**src/rtl/ad9643_cfg_sequencer.sv**
```systemverilog
`default_nettype none
// ============================================================================
// ad9643_cfg_sequencer
//   AXI-Lite master that writes the AD9643 capture-core init table after reset.
//   Rev 1.0 - initial release
// ============================================================================
module ad9643_cfg_sequencer #(
    parameter logic [31:0] MODE_INIT   = 32'h0,
    parameter logic [31:0] CTRL_RUN    = 32'h2,
    parameter int          RESET_HOLD  = 16,
    parameter int          TIMEOUT_CYC = 255,
    parameter bit          VERIFY_EN   = 1'b1,
    parameter bit          AUTO_START  = 1'b1
) (
    input  logic        s_axi_aclk,
    input  logic        s_axi_areset,
    input  logic        start,
    output logic [31:0] m_axi_awaddr,
    output logic [2:0]  m_axi_awprot,
    output logic        m_axi_awvalid,
    input  logic        m_axi_awready,
    output logic [31:0] m_axi_wdata,
    output logic [3:0]  m_axi_wstrb,
    output logic        m_axi_wvalid,
    input  logic        m_axi_wready,
    input  logic [1:0]  m_axi_bresp,
    input  logic        m_axi_bvalid,
    output logic        m_axi_bready,
    output logic [31:0] m_axi_araddr,
    output logic [2:0]  m_axi_arprot,
    output logic        m_axi_arvalid,
    input  logic        m_axi_arready,
    input  logic [31:0] m_axi_rdata,
    input  logic [1:0]  m_axi_rresp,
    input  logic        m_axi_rvalid,
    output logic        m_axi_rready,
    output logic        busy,
    output logic        done,
    output logic        error,
    output logic [1:0]  err_code,
    output logic [1:0]  err_index
);

    typedef enum logic [3:0] {
        ST_IDLE = 4'd0,
        ST_AW   = 4'd1,
        ST_W    = 4'd2,
        ST_B    = 4'd3,
        ST_AR   = 4'd4,
        ST_R    = 4'd5,
        ST_HOLD = 4'd6,
        ST_NEXT = 4'd7,
        ST_DONE = 4'd8,
        ST_ERR  = 4'd9
    } state_t;

    localparam logic [7:0]  TMO_LAST   = 8'(TIMEOUT_CYC - 1);
    localparam logic [15:0] HOLD_LAST  = 16'(RESET_HOLD - 1);
    localparam logic [1:0]  ERR_TMO    = 2'd1;
    localparam logic [1:0]  ERR_RESP   = 2'd2;
    localparam logic [1:0]  ERR_VERIFY = 2'd3;
    localparam logic [1:0]  LAST_IDX   = 2'd2;

    function automatic logic [31:0] tbl_addr(input logic [1:0] i);
        return (i == 2'd1) ? 32'h1 : 32'h0;
    endfunction

    function automatic logic [31:0] tbl_data(input logic [1:0] i);
        case (i)
            2'd0:    return 32'h1;
            2'd1:    return MODE_INIT;
            default: return CTRL_RUN;
        endcase
    endfunction

    state_t      state_q;
    logic [1:0]  idx_q;
    logic [7:0]  tmo_q;
    logic [15:0] hold_q;
    logic        first_q;
    logic [31:0] awaddr_q;
    logic [31:0] wdata_q;
    logic [31:0] araddr_q;
    logic        awvalid_q;
    logic        wvalid_q;
    logic        bready_q;
    logic        arvalid_q;
    logic        rready_q;
    logic        busy_q;
    logic        done_q;
    logic        error_q;
    logic [1:0]  err_code_q;
    logic [1:0]  err_index_q;

    logic        launch_d;
    logic        tmo_hit_d;
    logic        abort_d;
    logic [1:0]  abort_code_d;
    logic [1:0]  idx_nx_d;

    // The first cycle after reset release belongs to AUTO_START; a start pulse there is dropped.
    assign launch_d  = first_q ? AUTO_START : start;
    assign tmo_hit_d = (tmo_q == TMO_LAST);
    assign idx_nx_d  = idx_q + 2'd1;

    always_comb begin
        abort_d      = 1'b0;
        abort_code_d = 2'd0;
        case (state_q)
            ST_AW: if (!m_axi_awready && tmo_hit_d) begin
                abort_d      = 1'b1;
                abort_code_d = ERR_TMO;
            end
            ST_W: if (!m_axi_wready && tmo_hit_d) begin
                abort_d      = 1'b1;
                abort_code_d = ERR_TMO;
            end
            ST_B: begin
                if (m_axi_bvalid) begin
                    if (m_axi_bresp != 2'b00) begin
                        abort_d      = 1'b1;
                        abort_code_d = ERR_RESP;
                    end
                end else if (tmo_hit_d) begin
                    abort_d      = 1'b1;
                    abort_code_d = ERR_TMO;
                end
            end
            ST_AR: if (!m_axi_arready && tmo_hit_d) begin
                abort_d      = 1'b1;
                abort_code_d = ERR_TMO;
            end
            ST_R: begin
                if (m_axi_rvalid) begin
                    if (m_axi_rresp != 2'b00) begin
                        abort_d      = 1'b1;
                        abort_code_d = ERR_RESP;
                    end else if (m_axi_rdata != tbl_data(idx_q)) begin
                        abort_d      = 1'b1;
                        abort_code_d = ERR_VERIFY;
                    end
                end else if (tmo_hit_d) begin
                    abort_d      = 1'b1;
                    abort_code_d = ERR_TMO;
                end
            end
            default: ;
        endcase
    end

    always_ff @(posedge s_axi_aclk or posedge s_axi_areset) begin
        if (s_axi_areset) begin
            state_q     <= ST_IDLE;
            idx_q       <= 2'd0;
            tmo_q       <= 8'd0;
            hold_q      <= 16'd0;
            first_q     <= 1'b1;
            awaddr_q    <= 32'h0;
            wdata_q     <= 32'h0;
            araddr_q    <= 32'h0;
            awvalid_q   <= 1'b0;
            wvalid_q    <= 1'b0;
            bready_q    <= 1'b0;
            arvalid_q   <= 1'b0;
            rready_q    <= 1'b0;
            busy_q      <= 1'b0;
            done_q      <= 1'b0;
            error_q     <= 1'b0;
            err_code_q  <= 2'd0;
            err_index_q <= 2'd0;
        end else begin
            first_q <= 1'b0;
            if (abort_d) begin
                // Dropping every valid/ready mid-burst is a deliberate abort of the slave transaction.
                state_q     <= ST_ERR;
                awvalid_q   <= 1'b0;
                wvalid_q    <= 1'b0;
                bready_q    <= 1'b0;
                arvalid_q   <= 1'b0;
                rready_q    <= 1'b0;
                busy_q      <= 1'b0;
                error_q     <= 1'b1;
                err_code_q  <= abort_code_d;
                err_index_q <= idx_q;
            end else begin
                case (state_q)
                    ST_IDLE, ST_DONE, ST_ERR: begin
                        if (launch_d) begin
                            state_q     <= ST_AW;
                            idx_q       <= 2'd0;
                            awaddr_q    <= tbl_addr(2'd0);
                            wdata_q     <= tbl_data(2'd0);
                            awvalid_q   <= 1'b1;
                            tmo_q       <= 8'd0;
                            busy_q      <= 1'b1;
                            done_q      <= 1'b0;
                            error_q     <= 1'b0;
                            err_code_q  <= 2'd0;
                            err_index_q <= 2'd0;
                        end
                    end
                    ST_AW: begin
                        if (m_axi_awready) begin
                            awvalid_q <= 1'b0;
                            wvalid_q  <= 1'b1;
                            tmo_q     <= 8'd0;
                            state_q   <= ST_W;
                        end else begin
                            tmo_q <= tmo_q + 8'd1;
                        end
                    end
                    ST_W: begin
                        if (m_axi_wready) begin
                            wvalid_q <= 1'b0;
                            bready_q <= 1'b1;
                            tmo_q    <= 8'd0;
                            state_q  <= ST_B;
                        end else begin
                            tmo_q <= tmo_q + 8'd1;
                        end
                    end
                    ST_B: begin
                        if (m_axi_bvalid) begin
                            bready_q <= 1'b0;
                            tmo_q    <= 8'd0;
                            hold_q   <= 16'd0;
                            if (VERIFY_EN) begin
                                arvalid_q <= 1'b1;
                                araddr_q  <= tbl_addr(idx_q);
                                state_q   <= ST_AR;
                            end else begin
                                state_q <= (idx_q == 2'd0) ? ST_HOLD : ST_NEXT;
                            end
                        end else begin
                            tmo_q <= tmo_q + 8'd1;
                        end
                    end
                    ST_AR: begin
                        if (m_axi_arready) begin
                            arvalid_q <= 1'b0;
                            rready_q  <= 1'b1;
                            tmo_q     <= 8'd0;
                            state_q   <= ST_R;
                        end else begin
                            tmo_q <= tmo_q + 8'd1;
                        end
                    end
                    ST_R: begin
                        if (m_axi_rvalid) begin
                            rready_q <= 1'b0;
                            hold_q   <= 16'd0;
                            state_q  <= (idx_q == 2'd0) ? ST_HOLD : ST_NEXT;
                        end else begin
                            tmo_q <= tmo_q + 8'd1;
                        end
                    end
                    ST_HOLD: begin
                        // Core soft reset (ctrl_reg=1) must settle before mode_reg is touched.
                        if (hold_q == HOLD_LAST) begin
                            state_q <= ST_NEXT;
                        end else begin
                            hold_q <= hold_q + 16'd1;
                        end
                    end
                    ST_NEXT: begin
                        if (idx_q == LAST_IDX) begin
                            state_q <= ST_DONE;
                            done_q  <= 1'b1;
                            busy_q  <= 1'b0;
                        end else begin
                            idx_q     <= idx_nx_d;
                            awaddr_q  <= tbl_addr(idx_nx_d);
                            wdata_q   <= tbl_data(idx_nx_d);
                            awvalid_q <= 1'b1;
                            tmo_q     <= 8'd0;
                            state_q   <= ST_AW;
                        end
                    end
                    default: state_q <= ST_IDLE;
                endcase
            end
        end
    end

    assign m_axi_awaddr  = awaddr_q;
    assign m_axi_awprot  = 3'b000;
    assign m_axi_awvalid = awvalid_q;
    assign m_axi_wdata   = wdata_q;
    assign m_axi_wstrb   = 4'hF;
    assign m_axi_wvalid  = wvalid_q;
    assign m_axi_bready  = bready_q;
    assign m_axi_araddr  = araddr_q;
    assign m_axi_arprot  = 3'b000;
    assign m_axi_arvalid = arvalid_q;
    assign m_axi_rready  = rready_q;
    assign busy          = busy_q;
    assign done          = done_q;
    assign error         = error_q;
    assign err_code      = err_code_q;
    assign err_index     = err_index_q;

endmodule
`default_nettype wire

```
**config.mk**
```make
export PLATFORM = sky130hd
export DESIGN_NAME = ad9643_cfg_sequencer
export DESIGN_NICKNAME = d
export VERILOG_FILES = /design/src/rtl/ad9643_cfg_sequencer.sv
export SDC_FILE = /design/constraint.sdc
export NUM_CORES = 1
export LEC_CHECK = 0
export ABC_AREA = 1
export CORE_MARGIN = 3
export CORE_UTILIZATION = 44
export CTS_CLUSTER_SIZE = 30
export DETAILED_ROUTE_END_ITERATION = 10
export PLACE_DENSITY = 0.82
export SLEW_MARGIN = 30
export SYNTH_ARGS = -nofsm -noshare
export SYNTH_HDL_FRONTEND = slang
export SYNTH_SLANG_ARGS = --single-unit
```
**constraint.sdc**
```tcl
create_clock -name s_axi_aclk -period 2.2 [get_ports s_axi_aclk]
set_clock_uncertainty 0.1 [all_clocks]
set_input_delay 0.44 -clock s_axi_aclk [delete_from_list [all_inputs] [get_ports s_axi_aclk]]
set_output_delay 0.44 -clock s_axi_aclk [all_outputs]
set_load 0.02 [all_outputs]
```
==> run_results.csv, run 1 <==
group,metric,value,unit
placement,hpwl,6810,microns
logic_synthesis,ys_seq_area_share,29.4,%
power,p_leak,0.00240,uW
power,peakVddDrop,0.657,mV
die,die_height,100,microns
logic_synthesis,syn_area_per_cell,7.08,sq um
cells_and_area,drive_gt1_share,9.21,%
route,drt_wl_total,8810,microns
logic_synthesis,synth.distinct_cells,39,
cells_and_area,n_antenna_cell,0,
critical_path,path_class,"flip-flop to flip-flop",
cells_and_area,instances_no_fill,735,
min_path,hp-class,"input pin to asynchronous set/reset pin",
critical_path,cp.required,2.30,ns
grt,overflow,0,
die,core,0.00842,sq mm
logic_synthesis,synth_cells,554,
route,post-route-drc-count,0,
critical_path,crit_arrival,2.15,ns
route,vias,3433,
die,rows,33,
clocking,numCtsBuffers,5,
route,antenna_left,0,
route,dr.pass1.iters,5,
cells_and_area,area_delta_synth_final,14.3,%
clocking,cts_tree,"done",
timing,fin_ws,0.149,ns
grt,grt_pass1_vias,2979,
grt,grt_antenna_before_repair,0,
timing,setup_violations,0,
die,die_width,100,microns
clocking,clock_sinks,46,
timing,maxSlewViolCount,0,
critical_path,startpoint_type,"flip-flop",
cells_and_area,fin_util,53.2,%
logic_synthesis,async_reset_ff_share,100,%
logic_synthesis,ys_warn_count,0,
placement,globalplace.congestion,0.913,
logic_synthesis,synth-main-ff-cell,"dfrtp_1",
cells_and_area,nets,680,
clocking,clock_latency,0.31,ns
clocking,clk_path_buf_depth,2,
timing,post-route-min-period,2.05,ns
power,p_per_area,918,mW/mm^2
die,fp.dieArea,0.0101,sq mm
run,maxCapViolCount,0,
critical_path,end_kind,"flip-flop",
timing,fin_tns_setup,0,ns
grt,grt_pass1_wl,13700,microns
clocking,cts_max_level,2,
timing,fmax,0.488,GHz
die,start_util,46.6,%
timing,finalHoldViolCount,0,
logic_synthesis,ys_ff_latch,46,
placement,io_buffers,59,
placement,dp_slack,-0.107,ns
die,num_io_pins,162,
status,status,"finished clean",
timing,timing.hold.ws,0.365,ns
placement,dp_cells,725,
clocking,cts.clk_slew.worst_paths,0.09,ns
clocking,clock-root-buffer,"clkbuf_8",
timing,min_period_over_period,93.2,%
logic_synthesis,synthesis.area,0.00392,sq mm
grt,grt_use_total,16.5,%
grt,grt_max_degree,47,
critical_path,crit_fanout,8,
route,vias_per_cell,4.67,
route,drt_iter0_drc,196,
route,post_drt_wl_per_cell,12.0,microns
logic_synthesis,synth_edf_count,0,
==> metal layers <==
layer	part of all wire, %	GRT usage [%]	wire length, microns
met5	0	0	0
met4	2.2	4.56	194
met3	6.5	2.43	575
met2	51	28.3	4450
met1	41	21.6	3590
==> logic make-up (layout without fill, tap and decap cells) <==
logic type,Yosys count,after routing,synth area share (%)
AND/OR/NAND/NOR,276,277,33.3
other,2,103,0.191
buffers and inverters,183,157,28.2
adder cells (fa/ha/maj),7,7,2.23
AO/OA/AOI/OAI,33,33,5.07
flip-flops,46,46,29.4
XOR/XNOR,7,7,1.56
==> worst max-delay path, stage by stage, from the launching register on <==
cell and delay, ns:
dfrtp_1 0.44, inv_2 0.11, ha_2 0.22, inv_1 0.06, nand2_1 0.05, nand3_1 0.06
nor2_1 0.10, nand3_1 0.17, nand2_4 0.21, buf_12 0.13, nand4_4 0.14, nand2_1 0.11
nand2_1 0.05
==> final cells by class <==
type | instances | area (sq um)
fillers | 769 | 3940
well taps | 105 | 131
flip-flops and latches | 46 | 1150
multi-input cells | 427 | 2080
clock inverters | 2 | 37.5
clock buffers | 6 | 72.6
inverters | 74 | 278
repair buffers | 75 | 736
==> cell usage in the layout, fill, tap and decap left out, types with 2 or more instances in the layout <==
master           instances
nand2_1                134
conb_1                 103
inv_1                   68
clkdlybuf4s50_1         59
nor2_1                  54
dfrtp_1                 45
nand3_1                 28
nand4_1                 22
o21ai_0                 15
buf_4                   14
nor3_1                   8
a21oi_1                  6
ha_1                     6
inv_2                    5
o21ai_1                  5
nand2_2                  5
xor2_1                   5
clkbuf_8                 5
nor2_4                   4
or2_2                    4
nand4_4                  3
nor4_1                   3
and2_1                   2
nor2_2                   2
nand2_4                  2
xnor2_1                  2
buf_12                   2
==> state kept, by name, summed over array words and instances (netlist names), 2 cells and up <==
name / count
state_q: 4
err_index: 2
tmo_q: 8
hold_q: 16
err_code: 2
idx_q: 2
==> what timing repair did <==
| item | CTS | global route |
|---|---|---|
| gates resized for setup | 0 | 9 |
| hold endpoints to repair | 0 | 0 |
| hold buffers | 0 | 0 |
| setup buffers | 0 | 1 |
| endpoints found under the setup margin | 0 | 34 |
==> stage by stage <==
| step | cell area [sq um] | power, uW |
|---|---|---|
| 4_1_cts | 4430 | 4030 |
| 6_report | 4480 | 4120 |
| 2_1_floorplan | 4300 | 2850 |
| 3_5_place_dp | 4320 | 3380 |
| 3_3_place_gp | 4320 | 3320 |
| 5_1_grt | 4480 | 4420 |
==> Yosys cell counts (3+ instances only) <==
cell,number,area share (%)
dfrtp_1,45,29
or2_2,4,0.64
nand2_2,7,1.1
a21oi_1,6,0.77
buf_4,104,20
nor2_1,54,5.2
nand2_1,134,13
inv_2,4,0.38
buf_6,4,1.1
nand3_1,28,3.6
nor2_4,4,1.1
nor4_1,3,0.48
ha_1,7,2.2
nand4_1,22,3.5
nor3_1,8,1.0
xor2_1,5,1.1
o21ai_0,19,2.4
inv_1,70,6.7
==> power by group <==
group / leakage (uW) / switching (uW) / internal (uW)
clock: 0.0000514 / 308 / 339
combinational: 0.00174 / 1430 / 816
sequential: 0.000610 / 179 / 1040
total: 0.00240 / 1920 / 2190
==> final timing paths <==
path | startpoint | endpoint | slack (ns) | depth (start not counted)
setup / recovery | idx_q[0]$_DFFE_PP0P_ | hold_q[0]$_DFFE_PP0P_ | 0.15 | 12
hold / removal | s_axi_areset | hold_q[13]$_DFFE_PP0P_ | 0.36 | 3
setup reg to reg | idx_q[0]$_DFFE_PP0P_ | hold_q[0]$_DFFE_PP0P_ | 0.15 | 12
hold reg to reg | m_axi_awaddr[0]$_DFFE_PP0P_ | m_axi_awaddr[0]$_DFFE_PP0P_ | 0.41 | 2
max in group asynchronous | s_axi_areset | first_q$_DFF_PP1_ | 1.36 | 3
min in group s_axi_aclk | m_axi_awaddr[0]$_DFFE_PP0P_ | m_axi_awaddr[0]$_DFFE_PP0P_ | 0.41 | 2
No activity file was read; power rests on OpenSTA's default activity.
==> run 2: changes to the inputs <==
Settings changed: SLEW_MARGIN 30 to unset.
==> results of run 2 <==
The final DEF is identical to that of run 1; final timing and power are the same.
